File: src/rtl/audio_in_conditioner.sv
// audio_in_conditioner: I2S presence/rate detection and click-free soft mute; AUDIO_DC_BLOCK_EN adds a per-channel DC blocker
module audio_in_conditioner #(
    parameter int TIMEOUT_CYC = 49152,
    parameter int RAMP_TICK   = 512,
    parameter int LOCK_CNT    = 4
) (
    input  logic               clk_sys,
    input  logic               reset,
    input  logic signed [15:0] in_l,
    input  logic signed [15:0] in_r,
    input  logic               in_valid,
    output logic signed [15:0] out_l,
    output logic signed [15:0] out_r,
    output logic               out_valid,
    output logic               active,
    output logic [1:0]         rate_code
);
    localparam int IW = $clog2(TIMEOUT_CYC + 1);
    localparam int TW = $clog2(RAMP_TICK + 1);
    localparam int MW = $clog2(LOCK_CNT + 1);

    typedef enum logic [1:0] {MUTED, RAMP_UP, ACTIVE, RAMP_DOWN} state_t;

    state_t             state_q;
    logic [8:0]         gain_q;
    logic [IW-1:0]      idle_q;
    logic [TW-1:0]      tick_q;
    logic [11:0]        per_q;
    logic [MW-1:0]      match_q, match_d;
    logic [1:0]         last_q, cls_d;
    logic               lost, tick, mul_v, v1_q;
    logic [8:0]         gain_inc, mul_g;
    logic signed [15:0] src_l, src_r;
    logic signed [24:0] prod_l_q, prod_r_q;

    assign lost     = idle_q == IW'(TIMEOUT_CYC);
    assign tick     = state_q == RAMP_DOWN && !in_valid && tick_q == TW'(RAMP_TICK - 1);
    assign gain_inc = gain_q == 9'd256 ? gain_q : gain_q + 9'd1;

    // Idle counter: cycles since the last stereo pair, parked at the timeout
    always_ff @(posedge clk_sys) begin
        if (reset) idle_q <= '0;
        else       idle_q <= in_valid ? '0 : lost ? idle_q : idle_q + 1'b1;
    end

    // Mute/ramp state machine: owns the gain, the ramp-down step timer and active
    always_ff @(posedge clk_sys) begin
        if (reset) begin
            state_q <= MUTED;
            gain_q  <= '0;
            tick_q  <= '0;
            active  <= 1'b0;
        end else begin
            tick_q <= state_q == RAMP_DOWN && !tick ? tick_q + 1'b1 : '0;
            active <= 1'b0;
            case (state_q)
                MUTED: if (in_valid) begin
                    gain_q  <= 9'd1;
                    state_q <= RAMP_UP;
                end
                RAMP_UP: if (in_valid) begin
                    gain_q <= gain_inc;
                    if (gain_inc == 9'd256) begin
                        state_q <= ACTIVE;
                        active  <= 1'b1;
                    end
                end else if (lost) state_q <= RAMP_DOWN;
                ACTIVE: if (lost && !in_valid) state_q <= RAMP_DOWN;
                        else active <= 1'b1;
                RAMP_DOWN: if (in_valid) begin
                    gain_q  <= gain_inc;
                    state_q <= RAMP_UP;
                end else if (tick) begin
                    gain_q <= gain_q - 9'd1;
                    if (gain_q == 9'd1) state_q <= MUTED;
                end
                default: state_q <= MUTED;
            endcase
        end
    end

    // Classify the just-finished period and extend or restart the run of equal classes
    always_comb begin
        cls_d   = per_q >= 12'd740 && per_q <= 12'd800 ? 2'd1 :
                  per_q >= 12'd540 && per_q <= 12'd575 ? 2'd2 :
                  per_q >= 12'd495 && per_q <= 12'd530 ? 2'd3 : 2'd0;
        match_d = cls_d == last_q && match_q != '0 ?
                  (match_q == MW'(LOCK_CNT) ? match_q : match_q + 1'b1) : MW'(1);
    end

    // Rate lock: the first pair after mute only starts the period counter
    always_ff @(posedge clk_sys) begin
        if (reset) begin
            per_q     <= '0;
            match_q   <= '0;
            last_q    <= '0;
            rate_code <= '0;
        end else begin
            per_q <= in_valid ? 12'd1 : per_q == 12'hFFF ? per_q : per_q + 12'd1;
            if (in_valid && state_q != MUTED) begin
                last_q  <= cls_d;
                match_q <= match_d;
                if (match_d == MW'(LOCK_CNT)) rate_code <= cls_d;
            end else if (lost) begin
                match_q   <= '0;
                rate_code <= 2'd0;
            end
        end
    end

`ifdef AUDIO_DC_BLOCK_EN
    logic signed [15:0] dc_l_q, dc_r_q, x1_l_q, x1_r_q;
    logic signed [17:0] y1_l_q, y1_r_q;
    logic signed [19:0] y_l_d, y_r_d;
    logic [8:0]         g0_q;
    logic               v0_q;

    function automatic logic signed [17:0] sat18(input logic signed [19:0] v);
        return v > 20'sd131071 ? 18'sh1FFFF : v < -20'sd131072 ? 18'sh20000 : $signed(v[17:0]);
    endfunction

    function automatic logic signed [15:0] sat16(input logic signed [19:0] v);
        return v > 20'sd32767 ? 16'sh7FFF : v < -20'sd32768 ? 16'sh8000 : $signed(v[15:0]);
    endfunction

    assign y_l_d = 20'(in_l) - 20'(x1_l_q) + 20'(y1_l_q) - 20'(y1_l_q >>> 10);
    assign y_r_d = 20'(in_r) - 20'(x1_r_q) + 20'(y1_r_q) - 20'(y1_r_q >>> 10);

    // DC blocker: one-pole high-pass per channel; its output doubles as the held pair
    always_ff @(posedge clk_sys) begin
        if (reset) begin
            {dc_l_q, dc_r_q, x1_l_q, x1_r_q} <= '0;
            {y1_l_q, y1_r_q}                 <= '0;
            g0_q                             <= '0;
            v0_q                             <= 1'b0;
        end else begin
            v0_q <= in_valid;
            if (in_valid) begin
                x1_l_q <= in_l;
                x1_r_q <= in_r;
                y1_l_q <= sat18(y_l_d);
                y1_r_q <= sat18(y_r_d);
                dc_l_q <= sat16(y_l_d);
                dc_r_q <= sat16(y_r_d);
                g0_q   <= gain_q;
            end else if (state_q == MUTED) begin
                {x1_l_q, x1_r_q} <= '0;
                {y1_l_q, y1_r_q} <= '0;
            end
        end
    end

    assign mul_v = v0_q || tick;
    assign mul_g = v0_q ? g0_q : gain_q - 9'd1;
    assign src_l = dc_l_q;
    assign src_r = dc_r_q;
`else
    logic signed [15:0] hold_l_q, hold_r_q;

    // Keep the last pair so the ramp-down can replay it at falling gain
    always_ff @(posedge clk_sys) begin
        if (reset) begin
            hold_l_q <= '0;
            hold_r_q <= '0;
        end else if (in_valid) begin
            hold_l_q <= in_l;
            hold_r_q <= in_r;
        end
    end

    assign mul_v = in_valid || tick;
    assign mul_g = in_valid ? gain_q : gain_q - 9'd1;
    assign src_l = in_valid ? in_l : hold_l_q;
    assign src_r = in_valid ? in_r : hold_r_q;
`endif

    // Gain stage: signed sample times non-negative 9-bit gain, registered
    always_ff @(posedge clk_sys) begin
        if (reset) begin
            prod_l_q <= '0;
            prod_r_q <= '0;
            v1_q     <= 1'b0;
        end else begin
            v1_q <= mul_v;
            if (mul_v) begin
                prod_l_q <= 25'(src_l) * $signed({16'd0, mul_g});
                prod_r_q <= 25'(src_r) * $signed({16'd0, mul_g});
            end
        end
    end

    // Output stage: drop the 8 fractional gain bits; cannot overflow since gain <= 256
    always_ff @(posedge clk_sys) begin
        if (reset) begin
            out_l     <= '0;
            out_r     <= '0;
            out_valid <= 1'b0;
        end else begin
            out_valid <= v1_q;
            if (v1_q) begin
                out_l <= 16'(prod_l_q >>> 8);
                out_r <= 16'(prod_r_q >>> 8);
            end
        end
    end
endmodule

File: config.mk
export PLATFORM = sky130hd
export DESIGN_NAME = audio_in_conditioner
export DESIGN_NICKNAME = d
export VERILOG_FILES = /design/src/rtl/audio_in_conditioner.sv
export SDC_FILE = /design/constraint.sdc
export NUM_CORES = 1
export LEC_CHECK = 0
export CORE_UTILIZATION = 45
export DETAILED_ROUTE_END_ITERATION = 8
export SLEW_MARGIN = 20
export SYNTH_ARGS = -nofsm -noshare
export SYNTH_HDL_FRONTEND = slang
export SYNTH_SLANG_ARGS = --single-unit
File: constraint.sdc
create_clock -name clk_sys -period 17.5 [get_ports clk_sys]
set_clock_uncertainty 0.05 [all_clocks]
set_input_delay 2.625 -clock clk_sys [delete_from_list [all_inputs] [get_ports clk_sys]]
set_output_delay 2.625 -clock clk_sys [all_outputs]
set_load 0.01 [all_outputs]
# ---- Word-level counts from Yosys, hierarchy flattened
# Index checks and enable logic that the tools add are counted.
dict set report word_totals {
  ram_bits 0
  mem_count 0
  rom_bits 0
  register_bits 171
  elab_cells 110
  latch_bits 0
  out_inout_bits 36
}
dict set report classes {
  bitwise_logic 1
  multipliers 2
  n_addsub 6
  muxes 34
  n_shift 0
  magnitude_cmp 6
  n_div 0
  n_reduce_logical 22
  eq_ne 21
}
# operator n
set op_table {}
lappend op_table {{$mux 9} 6}
lappend op_table {{$mul 16x10->24} 2}
lappend op_table {{$le 12x10->1 const B} 3}
lappend op_table {{$mux 16} 2}
lappend op_table {{$mux 2} 14}
lappend op_table {{$pmux 9 s3} 1}
lappend op_table {{$ge 12x10->1 const B} 2}
lappend op_table {{$eq 9x9->1 const B} 2}
lappend op_table {{$add 16x1->16 const B} 1}
lappend op_table {{$eq 16x16->1 const B} 1}
lappend op_table {{$add 12x1->12 const B} 1}
lappend op_table {{$eq 12x12->1 const B} 1}
lappend op_table {{$ge 12x9->1 const B} 1}
lappend op_table {{$mux 3} 4}
lappend op_table {{$add 10x1->10 const B} 1}
lappend op_table {{$eq 10x9->1 const B} 1}
lappend op_table {{$add 9x1->9 const B} 1}
lappend op_table {{$eq 9x1->1 const B} 1}
lappend op_table {{$logic_and 1x1->1} 9}
lappend op_table {{$ne 3x3->1 const B} 3}
lappend op_table {{$sub 9x1->9 const B} 1}
lappend op_table {{$ne 2x2->1 const B} 4}
lappend op_table {{$pmux 2 s4} 1}
lappend op_table {{$eq 3x3->1 const B} 2}
lappend op_table {{18 further kinds} 27}

# ---- Logic depth before layout (Yosys ltp)
dict set report depth {
  ltp_word 11
  mapped_depth 27
  mapped_depth_nobuf 26
}

# ---- Least setup slack after synthesis
# Ideal clock, no wire load.
dict set report synth_timing {
  path_kind {input port to flip-flop}
  from {in in_valid}
  to {reg prod_r_q[21]}
  arrival_ns 9.039
  setup_ns 0.116
  path_slack_ns 8.294
  path_stages 24
  cell_sequence {buf_6 > clkbuf_1 > buf_1 > buf_1 > mux2i_1 > nor2_1 > fa_1 > inv_1 > fa_1 > inv_1 > fa_1 > fa_1 > inv_1 > fa_1 > inv_1 > ha_1 > a211oi_1 > o21a_1 > nor2_1 > o31ai_1 > nand3_1 > nand3_1 > or3b_2 > a31o_2}
}
dict set report synth_between {
  elab_chain_len 4
}
# item line
set synth_lines {}
lappend synth_lines {{start, declared} 11} ;# input logic in_valid,
lappend synth_lines {{parallel branches: the longest is 4 deep, another holds $mul 16x10->24} -}
lappend synth_lines {{end signal, assigned} 187} ;# prod_r_q <= 25'(src_r) * $signed({16'd0, mul_g});
lappend synth_lines {{end, declared} 34} ;# logic signed [24:0] prod_l_q, prod_r_q;
# Parallel ways; which one is timed is not known.
# A chain may end at the register's enable or synchronous reset.

# ---- Final worst setup path
dict set report layout_timing {
  from {in in_valid}
  to {reg prod_r_q[23]}
}
# Same word-level chain as after synthesis.

==> results.sh <==
export IMPL_rsz0062_at_grt="no"
export IMPL_max_clock_freq_mhz=104
export IMPL_clk_insertion_delay_late_ns=0.45
export IMPL_tns_ns=0
export IMPL_drt_wl_total_um=39100
export IMPL_antenna_found_initial=0
export IMPL_dp_hpwl_um=30500
export IMPL_hold_violations=0
export IMPL_clk_pin_slew_ns=0.07
export IMPL_tightest_slew_ns=1.11
export IMPL_die_w_um=192
export IMPL_critPathMaxStageDelay_ns=0.70
export IMPL_yosysUniqueCellTypes=78
export IMPL_coreArea_mm2=0.0356
export IMPL_cp_end_kind="flip-flop"
export IMPL_gr_usage_all_layers_pct=22.9
export IMPL_crit_top_cell="fa_1"
export IMPL_r2r_setup_slack_ns=9.82
export IMPL_slew_headroom_pct=25.5
export IMPL_synth_nets=2231
export IMPL_cts_made_buffers=17
export IMPL_synthesis_area_mm2=0.0162
export IMPL_critical_path_class="primary input to flip-flop"
export IMPL_avgSynthCellArea_um2=8.77
export IMPL_cts_root_buf="clkbuf_16"
export IMPL_grt_first_pass_wirelength_um=65600
export IMPL_start_util_pct=45.7
export IMPL_cts_num_sinks=155
export IMPL_fp_dieH_um=192
export IMPL_ys_seq_area_share_pct=19.1
export IMPL_setup_violations_final=0
export IMPL_synth_edff_count=0
export IMPL_fin_crit_sh_pct=55.1
export IMPL_ys_flop_type="dfxtp_1"
export IMPL_grt_max_degree=64
export IMPL_grt_pass1_vias=13100
export IMPL_antenna_left=0
export IMPL_cp_arrival_ns=9.97
export IMPL_syn_to_final_growth_pct=10.9
export IMPL_cts_buffer_depth=2
export IMPL_die_area_mm2=0.0369
export IMPL_ys_seq_elements=155
export IMPL_remaining_drc_errors=0
export IMPL_ys_async_sr_fraction_pct=0
export IMPL_yosys_warnings=0
export IMPL_cts_tree="built"
export IMPL_slew_violations=0
export IMPL_via_count=12400
export IMPL_h_tree_depth=4
export IMPL_nNetsFinal=2264
export IMPL_wl_per_cell_um=16.6
export IMPL_post_cts_buffers=0
export IMPL_diodes=0
export IMPL_max_cap_violations=0
export IMPL_portBuffers=70
export IMPL_syn_inst=1852
export IMPL_ios=71
export IMPL_cp_data_required_time_ns=17.83
export IMPL_drt_iter0_drc=587
export IMPL_drt_pass1_iterations=5
export IMPL_gp_congestion=0.837
export IMPL_min_delay_path_class="flip-flop to flip-flop"
export IMPL_cp_start_kind="primary input"
export IMPL_postCtsHoldBufs=0
export IMPL_drive_gt1_share_pct=6.16
export IMPL_cts_resized=0
export IMPL_grt_overflow=0
export IMPL_cp_slowest_cell="buf_4"
export IMPL_cp_max_fo=63
export IMPL_rows=69
export IMPL_final_common_cell="nor2_1"
export IMPL_status="completed"
export IMPL_viasPerCell=5.26
export IMPL_layout_common_cells="nor2_1, inv_1, fa_1"
export IMPL_period_needed_ns=9.64
[area by class of cell]
cell class | count | area [um^2]
well taps | 461 | 577
fillers | 3411 | 17600
clock inverters | 15 | 179
clock buffers | 17 | 425
flip-flops and latches | 155 | 3100
inverters | 276 | 1040
multi-input cells | 1347 | 11900
repair buffers | 88 | 831
[stage by stage]
| step | hold WS (ns) | area, um^2 | utilization (%) | setup slack, ns | std cells |
|---|---|---|---|---|---|
| final | 0.402 | 18000 | 50.7 | 7.86 | 2359 |
| after global routing | 0.428 | 18000 | 50.7 | 7.27 | 2359 |
| after CTS | 0.406 | 18000 | 50.7 | 7.92 | 2359 |
| after detailed placement | 0.398 | 17400 | 49.0 | 7.44 | 2327 |
| after global placement | 0.393 | 17400 | 49.0 | 7.56 | 2327 |
| after floorplan | 0.375 | 16200 | - | 8.29 | 1852 |
[registers in the layout, indices dropped and copies added, names as in the netlist]
| register | count |
|---|---|
| prod_r_q | 16 |
| hold_l_q | 16 |
| active | 1 |
| match_q | 3 |
| idle_q | 16 |
| prod_l_q | 16 |
| state_q | 2 |
| out_l | 16 |
| out_r | 16 |
| gain_q | 9 |
| per_q | 12 |
| last_q | 2 |
| out_valid | 1 |
| hold_r_q | 16 |
| tick_q | 10 |
| v1_q | 1 |
| rate_code | 2 |
[logic make-up (layout without fill, tap and decap cells)]
family          Yosys count  after routing  synth area share (%)
fa+ha+maj               344            344                  37.0
buf+inv                 350            396                  8.20
mux                      99             99                  6.36
compound gates          183            183                  7.63
simple gates            637            637                  17.1
flops                   155            155                  19.1
xor+xnor                 84             84                  4.53
[routing by layer]
| metal | up-vias | routed length (um) | track usage [%] |
|---|---|---|---|
| li1 | 5951 | - | - |
| met1 | 6139 | 16800 | 27.7 |
| met2 | 262 | 19400 | 40.4 |
| met3 | 63 | 1550 | 3.47 |
| met4 | 0 | 1320 | 9.55 |
| met5 | - | 0 | 0 |
[critical path: cells and delay by family]
kind	cells	cell delay, ns
simple gates	6	1.05
compound gates	5	1.59
fa+ha+maj	6	2.95
buf+inv	7	1.58
xor+xnor	1	0.13
[worst paths after layout]
kind           startpoint            to  cells past startpoint
min reg2reg  prod_r_q[13]  prod_r_q[13]                      2
max              in_valid  prod_r_q[23]                     25
max reg2reg     gain_q[0]  prod_r_q[23]                     26
min          prod_r_q[13]  prod_r_q[13]                      2
[synthesized netlist by cell type, drive strengths merged, types with 11 or more instances]
cell | count | area [um^2]
nor3 | 16 | 80.1
xnor2 | 45 | 394
o21ai | 31 | 159
inv | 276 | 1040
or3 | 13 | 86.3
a21o | 12 | 91.3
a21oi | 52 | 275
xor2 | 39 | 342
nand3 | 31 | 155
nand4 | 12 | 75.1
mux2 | 30 | 338
dfxtp | 155 | 3100
a31oi | 13 | 81.3
nand2b | 11 | 68.8
fa | 228 | 4560
and3 | 14 | 87.6
a211oi | 11 | 82.6
mux2i | 69 | 694
nand2 | 180 | 676
nor2 | 309 | 1160
clkbuf | 55 | 206
buf | 19 | 88.8
ha | 116 | 1450
Power is left out: the tool's default activity adds up to more than one toggle a clock period on the data nets, which glitch-free logic cannot reach.
